File: src/rtl/rv_lsu.sv
// rv_lsu: RV32I load/store unit. Turns one core request into a word-aligned bus transaction with byte enables.
// Optional MREQ/MWAIT abort counter is compiled in with `define LSU_TIMEOUT_EN.
module rv_lsu #(
  parameter int TIMEOUT_CYC = 255
) (
  input  logic        clk,
  input  logic        rst_n,
  input  logic        req_valid,
  output logic        req_ready,
  input  logic        req_we,
  input  logic [2:0]  req_funct3,
  input  logic [31:0] req_addr,
  input  logic [31:0] req_wdata,
  output logic        rsp_valid,
  output logic [31:0] rsp_rdata,
  output logic        rsp_err,
  output logic        mem_req,
  output logic        mem_we,
  output logic [3:0]  mem_be,
  output logic [31:0] mem_addr,
  output logic [31:0] mem_wdata,
  input  logic        mem_gnt,
  input  logic        mem_rvalid,
  input  logic [31:0] mem_rdata
);

  typedef enum logic [2:0] {
    S_IDLE  = 3'd0,
    S_CHECK = 3'd1,
    S_MREQ  = 3'd2,
    S_MWAIT = 3'd3,
    S_RESP  = 3'd4
  } state_t;

  state_t      state_r;
  logic        we_r;
  logic [2:0]  funct3_r;
  logic [31:0] addr_r;
  logic [31:0] wdata_r;
  logic        req_ready_r;
  logic        rsp_valid_r;
  logic [31:0] rsp_rdata_r;
  logic        rsp_err_r;
  logic        mem_req_r;
  logic        mem_we_r;
  logic [3:0]  mem_be_r;
  logic [31:0] mem_addr_r;
  logic [31:0] mem_wdata_r;

  logic        legal_s;
  logic [3:0]  be_s;
  logic [31:0] wdata_rep_s;
  logic [31:0] lane_s;
  logic [31:0] ld_data_s;
  logic        tmo_hit_s;

  // Width decode of the captured request: legality, byte enables and lane-replicated store data.
  always_comb begin
    legal_s     = 1'b0;
    be_s        = 4'b0000;
    wdata_rep_s = 32'h0000_0000;
    case (funct3_r[1:0])
      2'b00: begin
        legal_s     = !(we_r && funct3_r[2]);
        be_s        = 4'b0001 << addr_r[1:0];
        wdata_rep_s = {4{wdata_r[7:0]}};
      end
      2'b01: begin
        legal_s     = !addr_r[0] && !(we_r && funct3_r[2]);
        be_s        = 4'b0011 << addr_r[1:0];
        wdata_rep_s = {2{wdata_r[15:0]}};
      end
      2'b10: begin
        legal_s     = (addr_r[1:0] == 2'b00) && !funct3_r[2];
        be_s        = 4'b1111;
        wdata_rep_s = wdata_r;
      end
      default: begin
        legal_s     = 1'b0;
        be_s        = 4'b0000;
        wdata_rep_s = 32'h0000_0000;
      end
    endcase
  end

  assign lane_s = mem_rdata >> {addr_r[1:0], 3'b000};

  // Load result: addressed lane at bit 0, then sign or zero extension.
  always_comb begin
    ld_data_s = lane_s;
    case (funct3_r)
      3'b000:  ld_data_s = {{24{lane_s[7]}}, lane_s[7:0]};
      3'b001:  ld_data_s = {{16{lane_s[15]}}, lane_s[15:0]};
      3'b100:  ld_data_s = {24'h00_0000, lane_s[7:0]};
      3'b101:  ld_data_s = {16'h0000, lane_s[15:0]};
      default: ld_data_s = lane_s;
    endcase
  end

`ifdef LSU_TIMEOUT_EN
  logic [31:0] tmo_cnt_r;

  // Cycles spent in MREQ/MWAIT for the current transaction.
  always_ff @(posedge clk or negedge rst_n) begin
    if (!rst_n) begin
      tmo_cnt_r <= 32'd0;
    end else if (state_r == S_CHECK) begin
      tmo_cnt_r <= 32'd0;
    end else if ((state_r == S_MREQ) || (state_r == S_MWAIT)) begin
      tmo_cnt_r <= tmo_cnt_r + 32'd1;
    end else begin
      tmo_cnt_r <= tmo_cnt_r;
    end
  end

  // The abort wins over a gnt/rvalid arriving in the final allowed cycle.
  assign tmo_hit_s = (tmo_cnt_r >= 32'(TIMEOUT_CYC - 1));
`else
  logic [31:0] tmo_unused_s;
  assign tmo_unused_s = 32'(TIMEOUT_CYC);
  assign tmo_hit_s    = 1'b0;
`endif

  // Transaction FSM with all outputs registered.
  always_ff @(posedge clk or negedge rst_n) begin
    if (!rst_n) begin
      state_r     <= S_IDLE;
      we_r        <= 1'b0;
      funct3_r    <= 3'd0;
      addr_r      <= 32'h0000_0000;
      wdata_r     <= 32'h0000_0000;
      req_ready_r <= 1'b1;
      rsp_valid_r <= 1'b0;
      rsp_rdata_r <= 32'h0000_0000;
      rsp_err_r   <= 1'b0;
      mem_req_r   <= 1'b0;
      mem_we_r    <= 1'b0;
      mem_be_r    <= 4'b0000;
      mem_addr_r  <= 32'h0000_0000;
      mem_wdata_r <= 32'h0000_0000;
    end else begin
      rsp_valid_r <= 1'b0;
      case (state_r)
        S_IDLE: begin
          if (req_valid && req_ready_r) begin
            we_r        <= req_we;
            funct3_r    <= req_funct3;
            addr_r      <= req_addr;
            wdata_r     <= req_wdata;
            req_ready_r <= 1'b0;
            state_r     <= S_CHECK;
          end
        end
        S_CHECK: begin
          if (legal_s) begin
            mem_req_r   <= 1'b1;
            mem_we_r    <= we_r;
            mem_be_r    <= be_s;
            mem_addr_r  <= {addr_r[31:2], 2'b00};
            mem_wdata_r <= wdata_rep_s;
            state_r     <= S_MREQ;
          end else begin
            rsp_valid_r <= 1'b1;
            rsp_err_r   <= 1'b1;
            rsp_rdata_r <= 32'h0000_0000;
            state_r     <= S_RESP;
          end
        end
        S_MREQ: begin
          if (tmo_hit_s) begin
            mem_req_r   <= 1'b0;
            rsp_valid_r <= 1'b1;
            rsp_err_r   <= 1'b1;
            rsp_rdata_r <= 32'h0000_0000;
            state_r     <= S_RESP;
          end else if (mem_gnt) begin
            mem_req_r <= 1'b0;
            state_r   <= S_MWAIT;
          end
        end
        S_MWAIT: begin
          if (tmo_hit_s) begin
            rsp_valid_r <= 1'b1;
            rsp_err_r   <= 1'b1;
            rsp_rdata_r <= 32'h0000_0000;
            state_r     <= S_RESP;
          end else if (mem_rvalid) begin
            rsp_valid_r <= 1'b1;
            rsp_err_r   <= 1'b0;
            rsp_rdata_r <= we_r ? 32'h0000_0000 : ld_data_s;
            state_r     <= S_RESP;
          end
        end
        S_RESP: begin
          rsp_err_r   <= 1'b0;
          rsp_rdata_r <= 32'h0000_0000;
          req_ready_r <= 1'b1;
          state_r     <= S_IDLE;
        end
        default: begin
          mem_req_r   <= 1'b0;
          req_ready_r <= 1'b1;
          state_r     <= S_IDLE;
        end
      endcase
    end
  end

  assign req_ready = req_ready_r;
  assign rsp_valid = rsp_valid_r;
  assign rsp_rdata = rsp_rdata_r;
  assign rsp_err   = rsp_err_r;
  assign mem_req   = mem_req_r;
  assign mem_we    = mem_we_r;
  assign mem_be    = mem_be_r;
  assign mem_addr  = mem_addr_r;
  assign mem_wdata = mem_wdata_r;

endmodule
File: config.mk
export PLATFORM = sky130hd
export DESIGN_NAME = rv_lsu
export DESIGN_NICKNAME = d
export VERILOG_FILES = /design/src/rtl/rv_lsu.sv
export SDC_FILE = /design/constraint.sdc
export NUM_CORES = 1
export LEC_CHECK = 0
export ABC_AREA = 1
export CAP_MARGIN = 10
export CORE_MARGIN = 2
export CORE_UTILIZATION = 49
export DETAILED_ROUTE_END_ITERATION = 16
export HOLD_SLACK_MARGIN = 0.08
export PLACE_DENSITY = 0.81
export REMOVE_ABC_BUFFERS = 1
export SETUP_SLACK_MARGIN = 0.05
export SKIP_CTS_REPAIR_TIMING = 1
export SYNTH_ARGS = -nofsm -noshare
export SYNTH_HDL_FRONTEND = slang
export SYNTH_SLANG_ARGS = --single-unit
File: constraint.sdc
create_clock -name clk -period 2.07 [get_ports clk]
set_clock_uncertainty 0.05 [all_clocks]
set_input_delay 0.207 -clock clk [delete_from_list [all_inputs] [get_ports clk]]
set_output_delay 0.207 -clock clk [all_outputs]
set_load 0.01 [all_outputs]
======== Yosys cells after proc, flatten, opt, wreduce, memory -nomap -nowiden ========
Cells that the tools add are included.
storage, ports and cells
  output and inout bits ................... 105
  logic and storage cells ................. 77
  bits in registers ....................... 174
  input port bits ......................... 105
cells by class
  mux-type cells .......................... 24
  eq/ne operators ......................... 14
  reductions and logical operators ........ 20
  bitwise gates (word level) .............. 2
  shift-type cells ........................ 3
operator list
  operator                                                               number
  32-bit one-hot mux with 3 select lines                                 2
  32-bit one-hot mux with 4 select lines                                 1
  32-bit 2-to-1 mux                                                      3
  32-bit by 5-bit right shift with 32-bit output                         1
  3-bit 2-to-1 mux                                                       4
  3-bit one-hot mux with 4 select lines                                  1
  4-bit one-hot mux with 3 select lines                                  1
  2-bit != test, second input constant                                   5
  3-bit equality test, second input constant                             3
  1-bit one-hot mux with 3 select lines                                  3
  3-bit AND reduction                                                    3
  1-bit 2-to-1 mux                                                       7
  3-bit by 1-bit equality test with 1-bit output, second input constant  2
  3-bit by 2-bit equality test with 1-bit output, second input constant  2
  3-bit zero test                                                        2
  2-bit AND reduction                                                    3
  3-bit OR reduction                                                     2
  1-bit logical AND                                                      4
  2-bit zero test                                                        2
  1-bit one-hot mux with 2 select lines                                  2
  1-bit by 2-bit left shift with 4-bit output, first input constant      1
  2-bit by 2-bit left shift with 4-bit output, first input constant      1
  1-bit zero test                                                        3
  3-bit nonzero test                                                     1
  3 further kinds                                                        4

======== Longest topological paths before layout ========
  depth after elaboration ................. 6
  gate-level depth with buffers ........... 11
  gate-level depth less buffers ........... 9

======== Worst setup path before layout ========
Ideal clock, no wire load.
  path type ............................... flip-flop to flip-flop
  start point ............................. reg req_ready_r, in the netlist req_ready
  end point ............................... reg addr_r[18]
  setup slack ............................. 568 ps
  data required time ...................... 1955 ps
  arrival time ............................ 1387 ps
  setup time .............................. 65 ps
  buffers on the path ..................... 2
  cell stages (with the launch flop) ...... 7
  clock period less this slack ............ 1502 ps
  cell sequence ........................... dfstp_2 > nand2_1 > nor3_2 > buf_4 > buf_4 > nand2_1 > nand2_1
between the ends
  word-level cells in the longest chain between the ends .. 2
RTL lines
  what                           line  text
  start: declaration             40    logic req_ready_r;
  start signal: assignment       132   req_ready_r <= 1'b1;
  start signal: assignment       150   req_ready_r <= 1'b0;
  start signal: assignment       197   req_ready_r <= 1'b1;
  1-bit logical AND              145   if (req_valid && req_ready_r) begin
  2-bit AND reduction (no line)  n/a
  end signal: assignment         148   addr_r <= req_addr;
  end: declaration               38    logic [31:0] addr_r;
Every way passes these cells.
A chain may end at the register's enable or synchronous reset.

======== Worst setup path after layout ========
  start point ............................. reg state_r[2]
  end point ............................... reg rsp_rdata_r[14], in the netlist rsp_rdata[14]
between the ends
  word-level cells in the longest chain between the ends .. 3
  elaborated cells on any way between the ends .. 8
  classes of those cells .................. 5 x eq/ne; 1 x mux; 2 x reduce/logical
RTL lines
  what                                                                    line  text
  start: declaration                                                      35    state_t state_r;
  start signal: assignment                                                127   state_r <= S_IDLE;
  start signal: assignment                                                151   state_r <= S_CHECK;
  start signal: assignment                                                161   state_r <= S_MREQ;
  3-bit by 1-bit equality test with 1-bit output (tied with other cells)  143   case (state_r)
  2-bit != test (no line) or 3-bit nonzero test (tied branches)           n/a
  3-bit AND reduction (no line)                                           n/a
  end signal: assignment                                                  190   rsp_rdata_r <= we_r ? 32'h0000_0000 : ld_data_s;
  end: declaration                                                        42    logic [31:0] rsp_rdata_r;
Several ways; a longest one is shown, not always the timed one.

==> impl_metrics.toml <==
[setup_path]
cp.arrival_ps = 2230
slowest_stage = "dfrtp_1"
worstPathCellList = "inv_2, nand3_2, nor2_1, nor2_1, nand2_4, nor2_2, nand2_1, nand2_1"
worstSetupPathType = "register to register"
critPathTopFamily = "simple AND/OR/NAND/NOR gates"
crit_required_ps = 2390
slowest_delay_ps = 470
cp-startpoint = "state_r[2]"
crit_path_start_kind = "register"
path_max_fanout = 19
path_buf_inv = 1
cp-end-kind = "register"
reg2reg_from = "state_r[2]"

[yosys]
synth_top_family_by_area = "simple AND/OR/NAND/NOR gates"
ys_warn_count = 0
yosys.area.top_type = "dfrtp_1"
synth_adder_area_share_pct = 0
yosys-top-cells-count = "536 x nand2_1, 173 x dfrtp_1, 87 x o21ai_0"
synth_most_common_cell = "nand2_1"
synthesis.area_mm2 = 0.00782
synth_compound_area_share_pct = 7.81
synth-xor-area-share_pct = 0
ys_seq_elements = 174
synth.avg_cell_area_um2 = 7.82
yosysSeqAreaShare_pct = 55.7
syn_inst = 1000
synthTopCellsByArea = "dfrtp_1 55%, nand2_1 26%, o21ai_0 5.6%"
synth_mux_area_share_pct = 0
synth_edf_count = 0
ys_types = 27
ys_async_sr_fraction_pct = 100
synth-simple-area-share_pct = 30.5
synth_top_area_share_pct = 55.3
ys.flop_type = "dfrtp_1"

[global_routing]
grt_pass1_wl_um = 34000
grt_pass1_vias = 6938
grt_max_degree = 81
antenna_found_initial = 1
grt_overflow = 0
grt_util_all_layers_pct = 25.8

[status]
status = "completed"

[sta]
max_freq_mhz = 523
whs_ps = 153
fin_crit_sh_pct = 92.4
rsz0062_at_grt = "true"
worst_pin_slew_ps = 754
period_needed_ps = 1910
slew_headroom_pct = 49.7
setup_viol = 0
slew_viol_final = 0
hold_viol = 0

[power]
finalPower_mw = 15.2
p_leak_nw = 5.27
powerDensity_mw_per_mm2 = 1430
ir_worst_vdd_v = 0.000701

[detailed_routing]
drt-initial-drc-count = 457
via_per_inst = 5.06
dr_total_vias = 7214
wl_per_cell_um = 15.1
routed_wl_um = 21500
ant_nets = 0
drc = 0
drtPass1Iterations = 5

[floorplanning]
dieArea_mm2 = 0.0170
num_rows = 46
io_pins = 210
core_area_mm2 = 0.0158
die_h_um = 130
start_util_pct = 49.6
chipWidth_um = 130

[cts]
cts_buffer_depth = 2
clock_latency_ps = 430
root_buffer = "clkbuf_16"
cts.clk_slew.worst_paths_ps = 70
htreeDepth = 4
cts_tree = "done"
numClockSinks = 174
cts_inserted_buffers = 17

[run]
drv_cap = 0

[place]
gp_congestion = 0.838
numPortBuffers = 207
dp_hpwl_um = 14400

[cells_and_area]
n_antenna_cell = 0
drive_gt1_share_pct = 6.04
fill_cells = 1339
syn_to_final_growth_pct = 36.4
fin_nets = 1301

[hold_path]
holdCritPathClass = "input port to asynchronous set/reset pin"
-- per-layer routing --
metal  global-route usage [%]  vias up  wire, um
met3                     7.46       30      1860
met5                        0        -         0
met4                     7.88        0       331
li1                         -     3492         -
met2                     43.3      264     10400
met1                     32.6     3428      8920
-- cell families (layout without fill, tap and decap cells) --
kind of cell / Yosys count / after routing
AOI/OAI and AO/OA: 120 / 120
buffers and inverters: 97 / 304
DFF: 174 / 174
other: 1 / 2
and+or+nand+nor: 608 / 609
-- path summary, 6_finish.rpt --
path | endpoint | slack [ps] | cells past startpoint
setup / recovery | rsp_rdata[14] | 160 | 8
min in group clk | addr_r[12] | 260 | 3
max in group asynchronous | rsp_rdata[24] | 1150 | 3
hold / removal | mem_wdata[9] | 150 | 2
setup reg to reg | rsp_rdata[14] | 160 | 8
hold reg to reg | mem_req | 420 | 2
-- report_power, final --
| part | switching, mW | internal [mW] | total (mW) |
|---|---|---|---|
| logic | 4.05 | 2.71 | 6.75 |
| clock network | 1.41 | 1.59 | 3.00 |
| registers | 0.772 | 4.70 | 5.48 |
-- stage by stage --
step	utilization (%)	area, um2	cells	setup WS, ps	TNS (ps)
detailed placement	64.0	10100	1391	172	0
global route	67.6	10700	1425	1.32	0
finish	67.6	10700	1425	157	0
global placement	64.0	10100	1391	206	0
floorplan	-	7510	946	-2370	-170160
CTS	67.5	10600	1423	165	0
-- cell type report --
class / instances / area [um2] / share of cell area [%]
flip-flops and latches: 174 / 4360 / 40.8
clock inverters: 13 / 106 / 0.997
clock buffers: 19 / 443 / 4.15
inverters: 42 / 158 / 1.48
well taps: 216 / 270 / 2.53
repair buffers: 230 / 2310 / 21.7
multi-input cells: 731 / 3020 / 28.3
-- cell usage in the layout (no fill, tap or decap) --
master           instances
nand2_1                536
clkdlybuf4s50_1        206
dfrtp_1                173
o21ai_0                 87
inv_1                   35
nor2_1                  33
nand3_1                 26
a21oi_1                 23
clkbuf_16               17
buf_4                   16
inv_2                    7
inv_6                    6
o21ai_1                  5
buf_12                   5
nor2_2                   3
clkinv_4                 3
clkinvlp_4               3
nand3_2                  2
a21boi_0                 2
nand3_4                  2
nor3_1                   2
a31oi_1                  2
conb_1                   2
buf_6                    2
nor3_4                   1
nand2_4                  1
nor2_4                   1
o31ai_1                  1
nand3b_1                 1
clkbuf_8                 1
clkbuf_1                 1
clkinv_2                 1
nand2_2                  1
dlygate4sd3_1            1
dfstp_2                  1
-- state kept, by name (all words and copies together) (netlist names) --
register / cells
rsp_err: 1
wdata_r: 32
we_r: 1
addr_r: 32
mem_we: 1
mem_be: 4
rsp_rdata: 32
funct3_r: 3
rsp_valid: 1
state_r: 3
mem_wdata: 32
req_ready: 1
mem_req: 1
mem_addr: 30
(Power assumes the default switching activity.)
